### config.mk
export PLATFORM = sky130hd
export DESIGN_NAME = usb_trans_sched
export DESIGN_NICKNAME = d
export VERILOG_FILES = /design/src/rtl/usb_ctrl_pkg.sv /design/src/rtl/rr_arbiter.sv /design/src/rtl/usb_trans_sched.sv
export SDC_FILE = /design/constraint.sdc
export NUM_CORES = 1
export LEC_CHECK = 0
export BUFFER_PORTS_ARGS = -buffer_cell sky130_fd_sc_hd__buf_2
export CORE_UTILIZATION = 40
export CTS_BUF_LIST = sky130_fd_sc_hd__clkbuf_16
export CTS_CLUSTER_DIAMETER = 30
export DETAILED_ROUTE_END_ITERATION = 10
export GPL_ROUTABILITY_DRIVEN = 0
export PLACE_DENSITY = 0.71
export SYNTH_ARGS = -nofsm -noshare
export SYNTH_HDL_FRONTEND = slang
export SYNTH_SLANG_ARGS = --single-unit
### constraint.sdc
create_clock -name clk -period 7.4 [get_ports clk]
set_clock_uncertainty 0.1 [all_clocks]
set_input_delay 1.11 -clock clk [delete_from_list [all_inputs] [get_ports clk]]
set_output_delay 1.11 -clock clk [all_outputs]
set_load 0.01 [all_outputs]
### src/rtl/usb_ctrl_pkg.sv
// Shared types for the USB host controller slice: scheduler states,
// the 64-bit data word, and the requester index width helper.
package usb_ctrl_pkg;

  typedef enum logic [1:0] {
    ST_IDLE,
    ST_ISSUE,
    ST_WAIT,
    ST_DONE
  } sched_state_t;

  typedef logic [63:0] data64_t;

  // A single requester still needs a 1-bit index so vectors stay legal.
  function automatic int idx_width(input int n);
    return (n <= 2) ? 1 : $clog2(n);
  endfunction

endpackage

### src/rtl/rr_arbiter.sv
// Combinational round-robin picker: the first active request found
// searching upward from ptr, wrapping past NREQ-1 back to 0.
module rr_arbiter
  import usb_ctrl_pkg::*;
#(
  parameter int NREQ = 2,
  localparam int IW = idx_width(NREQ)
) (
  input  logic [NREQ-1:0] req,
  input  logic [IW-1:0]   ptr,
  output logic [NREQ-1:0] win_oh,
  output logic [IW-1:0]   win_idx,
  output logic            any_req
);

  logic [IW-1:0] cand;

  always_comb begin
    win_oh  = '0;
    win_idx = '0;
    any_req = 1'b0;
    cand    = '0;
    for (int i = 0; i < NREQ; i++) begin
      cand = IW'((int'(ptr) + i) % NREQ);
      if (!any_req && req[cand]) begin
        any_req       = 1'b1;
        win_idx       = cand;
        win_oh[cand]  = 1'b1;
      end
    end
  end

endmodule

### src/rtl/usb_trans_sched.sv
// Transaction scheduler in front of the USB host protocol FSM: grants one
// requester at a time, issues IN/OUT, retries on failure, and watchdogs WAIT.
module usb_trans_sched
  import usb_ctrl_pkg::*;
#(
  parameter int NREQ        = 2,
  parameter int MAX_RETRY   = 2,
  parameter int WDOG_CYCLES = 32768,
  localparam int IW = idx_width(NREQ)
) (
  input  logic                  clk,
  input  logic                  rst,
  input  logic [NREQ-1:0]       req,
  input  logic [NREQ-1:0]       req_is_in,
  input  logic [NREQ-1:0][63:0] req_wdata,
  output logic [NREQ-1:0]       gnt,
  output logic [NREQ-1:0]       done,
  output logic [NREQ-1:0]       err,
  output data64_t               rdata,
  output logic                  busy,
  output logic                  wdog_trip,
  output logic                  in_trans,
  output logic                  out_trans,
  output data64_t               data_from_host,
  input  logic                  success,
  input  logic                  failure,
  input  data64_t               data_to_host
);

  localparam logic [15:0] WDOG_LAST = 16'(WDOG_CYCLES - 1);

  sched_state_t    state, state_n;
  logic [IW-1:0]   ptr, ptr_n;
  logic            is_in, is_in_n;
  logic [2:0]      retry_cnt, retry_n;
  logic [15:0]     wdog_cnt, wdog_n;
  logic [NREQ-1:0] gnt_n, done_n, err_n;
  data64_t         rdata_n, dfh_n;
  logic            trip_n, in_n, out_n, busy_n;

  logic [NREQ-1:0] win_oh;
  logic [IW-1:0]   win_idx;
  logic            any_req;

  rr_arbiter #(.NREQ(NREQ)) u_arb (
    .req     (req),
    .ptr     (ptr),
    .win_oh  (win_oh),
    .win_idx (win_idx),
    .any_req (any_req)
  );

  always_comb begin
    state_n = state;
    ptr_n   = ptr;
    is_in_n = is_in;
    retry_n = retry_cnt;
    wdog_n  = wdog_cnt;
    gnt_n   = gnt;
    done_n  = '0;
    err_n   = '0;
    rdata_n = rdata;
    dfh_n   = data_from_host;
    trip_n  = wdog_trip;
    in_n    = 1'b0;
    out_n   = 1'b0;
    unique case (state)
      ST_IDLE: begin
        if (any_req) begin
          is_in_n = req_is_in[win_idx];
          dfh_n   = req_wdata[win_idx];
          gnt_n   = win_oh;
          in_n    = req_is_in[win_idx];
          out_n   = !req_is_in[win_idx];
          retry_n = '0;
          ptr_n   = (win_idx == IW'(NREQ - 1)) ? '0 : win_idx + IW'(1);
          state_n = ST_ISSUE;
        end
      end
      ST_ISSUE: begin
        wdog_n  = '0;
        state_n = ST_WAIT;
      end
      ST_WAIT: begin
        wdog_n = wdog_cnt + 16'd1;
        // failure wins over a coincident success pulse
        if (failure) begin
          if (retry_cnt < 3'(MAX_RETRY)) begin
            retry_n = retry_cnt + 3'd1;
            in_n    = is_in;
            out_n   = !is_in;
            state_n = ST_ISSUE;
          end else begin
            done_n  = gnt;
            err_n   = gnt;
            gnt_n   = '0;
            state_n = ST_DONE;
          end
        end else if (success) begin
          done_n = gnt;
          if (is_in) rdata_n = data_to_host;
          gnt_n   = '0;
          state_n = ST_DONE;
        end else if (wdog_cnt == WDOG_LAST) begin
          done_n  = gnt;
          err_n   = gnt;
          trip_n  = 1'b1;
          gnt_n   = '0;
          state_n = ST_DONE;
        end
      end
      ST_DONE: begin
        state_n = ST_IDLE;
      end
      default: state_n = ST_IDLE;
    endcase
    busy_n = (state_n != ST_IDLE);
  end

  always_ff @(posedge clk or posedge rst) begin
    if (rst) begin
      state          <= ST_IDLE;
      ptr            <= '0;
      is_in          <= 1'b0;
      retry_cnt      <= '0;
      wdog_cnt       <= '0;
      gnt            <= '0;
      done           <= '0;
      err            <= '0;
      rdata          <= '0;
      data_from_host <= '0;
      wdog_trip      <= 1'b0;
      in_trans       <= 1'b0;
      out_trans      <= 1'b0;
      busy           <= 1'b0;
    end else begin
      state          <= state_n;
      ptr            <= ptr_n;
      is_in          <= is_in_n;
      retry_cnt      <= retry_n;
      wdog_cnt       <= wdog_n;
      gnt            <= gnt_n;
      done           <= done_n;
      err            <= err_n;
      rdata          <= rdata_n;
      data_from_host <= dfh_n;
      wdog_trip      <= trip_n;
      in_trans       <= in_n;
      out_trans      <= out_n;
      busy           <= busy_n;
    end
  end

endmodule
After elaboration in Yosys (flattened, before gate mapping) --
Index checks and enable logic that the tools add are counted.
Word-level totals: flip-flop bits (word level) 161, bits of input ports 200
Operators by class: add/subtract/negate cells 4, order comparisons 6, equal/unequal tests 9, multiplexer cells 52, bitwise gates (word level) 3, reduce and logical (&&, ||, !) cells 15
Operators by type and width (number):
- 64-bit 2-to-1 mux | 2
- 2-bit 2-to-1 mux | 20
- 16-bit one-hot mux with 2 select lines | 1
- 1-bit 2-to-1 mux | 19
- 16-bit by 1-bit adder with 16-bit output (second input constant) | 1
- 16-bit by 15-bit equality test with 1-bit output (second input constant) | 1
- 4-bit AND reduction | 4
- 3-bit 2-to-1 mux | 3
- 2-bit one-hot mux with 4 select lines | 1
- 1-bit by 2-bit < comparator with 1-bit output (second input constant) | 3
- 2-bit != test (second input constant) | 3
- 3-bit one-hot mux with 2 select lines | 1
- 2-bit nonzero test | 3
- 2-bit equality test (second input constant) | 2
- 4-bit != test (second input constant) | 1
- 1-bit one-hot mux with 2 select lines | 2
- 2-bit one-hot mux with 2 select lines | 1
- 3-bit by 1-bit adder with 3-bit output (second input constant) | 1
- 1-bit logical AND | 3
- 1-bit logical NOT | 3
- 3-bit by 2-bit < comparator with 1-bit output (second input constant) | 1
- 3-bit != test (second input constant) | 1
- 1-bit adder (second input constant) | 2
- 1-bit demux with 1-bit select | 2
- 6 further kinds | 8

Logic depth before layout (Yosys ltp) --
depth in word-level cells 11, depth in mapped cells 7, gate-level depth less buffers 6

Modules after synthesis --
From an unflattened synthesis, not the netlist that was laid out.
Second synthesis, totals: cells, all modules 587, area, all modules 6967.9 sq um
Modules (own cells, without submodules):
- usb_trans_sched | instances 1, cells an instance 582, area each 6935.4 sq um
- rr_arbiter | instances 1, cells an instance 5, area each 32.5 sq um

Worst setup path before layout --
No wires, ideal clock.
path kind input -> register, from input port req[0], to register data_from_host[10], setup time 0.132 ns, arrival 1.999 ns, required time 7.168 ns, slack 5.169 ns, cell stages on the path 6, path buffers 2, cells stage by stage inv_2 > o21ai_1 > buf_2 > buf_4 > mux2i_1 > o21ai_1
Between the ends: word-level cells in the longest chain between the ends 8, elaborated cells on any way between the ends 13, classes of those cells 10 x mux; 3 x reduce/logical
Ends and longest elaborated chain:
- from (decl) | RTL line usb_trans_sched.sv:13 | input logic [NREQ-1:0] req,
- 1-bit 2-to-1 mux (not written as such) (2 in a row) | RTL line rr_arbiter.sv:25 | if (!any_req && req[cand]) begin
- 1-bit 2-to-1 mux | RTL line rr_arbiter.sv:25
- 1-bit logical NOT | RTL line rr_arbiter.sv:25
- 1-bit logical AND | RTL line rr_arbiter.sv:25
- 1-bit 2-to-1 mux | RTL line rr_arbiter.sv:25
- 64-bit 2-to-1 mux (not written as such) (2 in a row) | RTL line usb_trans_sched.sv:71 | dfh_n = req_wdata[win_idx];
- to (signal assigned) | RTL line usb_trans_sched.sv:146 | data_from_host <= dfh_n;
- to (decl) | RTL line usb_trans_sched.sv:24 | output data64_t data_from_host,
Several ways; a longest one is shown, not always the timed one. The select of a mux whose other input is x is not followed. A chain may end at the register's enable or synchronous reset.

Worst setup path after layout --
from input port req[0], to register data_from_host[27]
The elaborated chain is that of the path after synthesis.

==> results.sh <==
export IMPL_drc=0
export IMPL_yosysWarnings=0
export IMPL_r2r_start="ptr$_DFFE_PP0P_"
export IMPL_clk_pin_slew_ps=70
export IMPL_cts_max_level=4
export IMPL_tns_ps=0
export IMPL_fillers=1489
export IMPL_holdPathStages=1
export IMPL_synth_edf_count=0
export IMPL_hold_class="reg2reg"
export IMPL_cts_root_buf="clkbuf_16"
export IMPL_p_comb_share_pct=38.2
export IMPL_clock_sinks=161
export IMPL_ioPinCount=338
export IMPL_synth_cells=581
export IMPL_antenna_found_initial=1
export IMPL_cp_slowest_cell="o21ai_4"
export IMPL_max_freq_ghz=0.329
export IMPL_max_stage_delay_ps=720
export IMPL_switchingPower_mw=1.37
export IMPL_worstPathMaxFanout=44
export IMPL_ys_seq_elements=161
export IMPL_worstPathRequired_ps=7570
export IMPL_clk_latency_ps=420
export IMPL_chipHeight_um=133
export IMPL_synth_nets=785
export IMPL_path_delay_family="buffers and inverters"
export IMPL_coreArea_sq_um=16700
export IMPL_grt_pass1_wl_mm=28.3
export IMPL_min_to="wdog_trip$_DFFE_PP0P_"
export IMPL_power_per_cell_area_nw_per_um2=394
export IMPL_ctsLongestPathBuffers=2
export IMPL_crit_type="in2reg"
export IMPL_critPathArrivalTime_ps=3210
export IMPL_finalHoldViolCount=0
export IMPL_initial_core_util_pct=41.3
export IMPL_p_leak_nw=4.99
export IMPL_rows=47
export IMPL_yosysSeqAreaShare_pct=58.4
export IMPL_ctsResizeCount=0
export IMPL_antenna_left=0
export IMPL_finalCriticalPeriod_ps=3040
export IMPL_track_usage_pct=20.8
export IMPL_reg2reg_slack_ps=4820
export IMPL_tightestPinTransition_ps=1010
export IMPL_rsz0062_at_grt="no"
export IMPL_setup_violations_final=0
export IMPL_grt_max_degree=89
export IMPL_cts_buffers=17
export IMPL_firstDrtPassIters=4
export IMPL_cp_num_buf_inv=3
export IMPL_cts_tree="done"
export IMPL_regArea_sq_um=4030
export IMPL_maxSlewViolCount=0
export IMPL_synthFlopType="dfrtp_1"
export IMPL_overflow=0
export IMPL_cp_end_kind="flip-flop"
export IMPL_die_x_um=133
export IMPL_p_seq_share_pct=39.1
export IMPL_post_drt_via_cell_ratio=4.82
export IMPL_syn2layout_area_growth_pct=35.4
export IMPL_drt_wl_total_mm=18.4
export IMPL_clkPwrFrac_pct=22.8
export IMPL_wl_per_cell_um=16.1
export IMPL_layout_drive_gt1_share_pct=48.3
export IMPL_ctsHoldBuffers=0
export IMPL_dieArea_sq_um=17800
export IMPL_post_cts_setup_buffers=0
export IMPL_switching_share_pct=37.1
export IMPL_async_flop_share_pct=100
export IMPL_drv_cap=0
export IMPL_synth_area_per_cell_sq_um=11.9
export IMPL_grt_pass1_vias=5381
export IMPL_reg2regPathDepth=4
export IMPL_period_share_pct=41.1
export IMPL_crit_path_start_kind="input port"
export IMPL_post_route_util_pct=56.0
export IMPL_hpwlAfterDp_mm=13.8
export IMPL_min_from="wdog_trip$_DFFE_PP0P_"
export IMPL_multi_input_area_sq_um=2720
export IMPL_synthDistinctLibCells=41
export IMPL_reg2reg_to="data_from_host[27]$_DFFE_PP0P_"
export IMPL_internal_power_mw=2.32
export IMPL_nets=1114
export IMPL_num_vias=5513
export IMPL_io_buffers=337
export IMPL_maxSlewHeadroom_pct=32.8
export IMPL_drtIter0Drc=189
export IMPL_finalInstanceArea_sq_um=9350
export IMPL_max_vdd_ir_drop_uv=166
export IMPL_postPlaceCellArea_sq_um=8780
export IMPL_path_cells="buf_2, inv_2, o21ai_4, buf_4, mux2i_1, o21ai_1"
export IMPL_syn_area_sq_um=6900
export IMPL_status="completed"
[stage by stage]
| step | power (mW) | hold slack (ps) | instances | worst slack [ps] |
|---|---|---|---|---|
| 5_1_grt | 3.93 | 372 | 1144 | 4220 |
| 3_3_place_gp | 2.85 | 345 | 1111 | 4000 |
| 4_1_cts | 3.73 | 360 | 1143 | 4380 |
| 3_5_place_dp | 2.89 | 344 | 1111 | 3940 |
| 2_1_floorplan | 2.29 | 356 | 581 | 1840 |
| 6_report | 3.69 | 354 | 1144 | 4360 |
[area by class of cell]
cell class | count | area share [%]
clock inverters | 15 | 1.51
diodes | 1 | 0.0268
inverters | 8 | 0.375
multi-input cells | 381 | 29.1
repair buffers | 341 | 18.4
well taps | 220 | 2.95
flip-flops and latches | 161 | 43.1
clock buffers | 17 | 4.55
[cells in the final DEF (no fill, tap or decap), drive strengths merged, types with 2 or more instances in the layout]
master    netlist  final
ha              4      4
and4            3      3
a21o            5      5
nand2          79     79
nor3            7      7
dfrtp         161    161
a31oi           2      2
and3            2      2
o31ai           3      3
nand4           5      5
mux2           64     64
a21oi          12     12
xnor2           2      2
o21ai          74     74
nor2b           2      2
nor3b           2      2
nand3           9      9
clkinv          0      3
inv             8     16
buf            19    341
xor2            4      4
mux2i          66     66
or3             3      3
or4             3      3
clkbuf         12     17
nor2           20     20
clkinvlp        0      4
nand4b          2      2
[power by group through the flow]
stage | sequential [mW] | clock [mW] | combinational (mW)
after floorplan | 1.62 | 0 | 0.665
after global placement | 1.44 | 0 | 1.41
after detailed placement | 1.45 | 0 | 1.43
after CTS | 1.44 | 0.858 | 1.43
after global routing | 1.49 | 0.895 | 1.55
final | 1.44 | 0.839 | 1.41
[synth_stat cells, types with 4 or more instances]
cell      count  area [sq um]
a21o_1        5          37.5
a21oi_1      12          60.1
buf_1         4          15.0
buf_2        11          55.1
buf_4         4          30.0
clkbuf_1     12          45.0
dfrtp_1     161          4030
ha_1          4          50.1
inv_1         7          26.3
mux2_2       64           721
mux2i_1      66           661
nand2_1      79           297
nand3_1       8          40.0
nand4_1       5          31.3
nor2_1       20          75.1
nor3_1        7          35.0
o21ai_0      14          70.1
o21ai_1      60           300
xor2_1        4          35.0
[how the worst max path moves through the flow]
| stage | startpoint | endpoint | slack, ps | depth (start not counted) |
|---|---|---|---|---|
| 2_1_floorplan | rst | busy$_DFF_PP0_ | 1840 | 1 |
| 3_3_place_gp | req[0] | data_from_host[60]$_DFFE_PP0P_ | 4000 | 6 |
| 3_5_place_dp | req[0] | data_from_host[37]$_DFFE_PP0P_ | 3940 | 6 |
| 4_1_cts | req[0] | data_from_host[27]$_DFFE_PP0P_ | 4380 | 6 |
| 5_1_grt | req[0] | data_from_host[61]$_DFFE_PP0P_ | 4220 | 6 |
| 6_report | req[0] | data_from_host[27]$_DFFE_PP0P_ | 4360 | 6 |
[kinds of logic (layout without fill, tap and decap cells)]
kind of cell	after synthesis	in the layout	synth area share (%)
DFF	161	161	58.4
adders and majority gates	4	4	0.725
and+or+nand+nor	141	141	9.81
xor gates and xnor gates	6	6	0.761
muxes	130	130	20.0
AOI/OAI and AO/OA	100	100	7.79
buffers and inverters	39	381	2.54
other	0	1	0
[worst reg2reg max path: cells and delay by family (launching register included)]
family                 cells  cell delay, ps
flip-flops                 1             440
AO/OA/AOI/OAI              2             800
buffers and inverters      1             720
multiplexers               1             370
[registers in the layout, indices dropped and copies added, names as in the netlist]
name,flops
in_trans,1
out_trans,1
done,2
busy,1
ptr,1
gnt,2
wdog_cnt,16
state,2
err,2
rdata,64
wdog_trip,1
data_from_host,64
is_in,1
retry_cnt,3
[layer usage]
| metal | track usage [%] | up-vias | part of all wire (%) |
|---|---|---|---|
| met3 | 6.32 | 24 | 6.7 |
| li1 | - | 2709 | - |
| met5 | 0 | - | 0 |
| met1 | 24.0 | 2592 | 40 |
| met4 | 6.76 | 0 | 1.7 |
| met2 | 36.7 | 188 | 51 |
No activity file was read; power rests on OpenSTA's default activity.
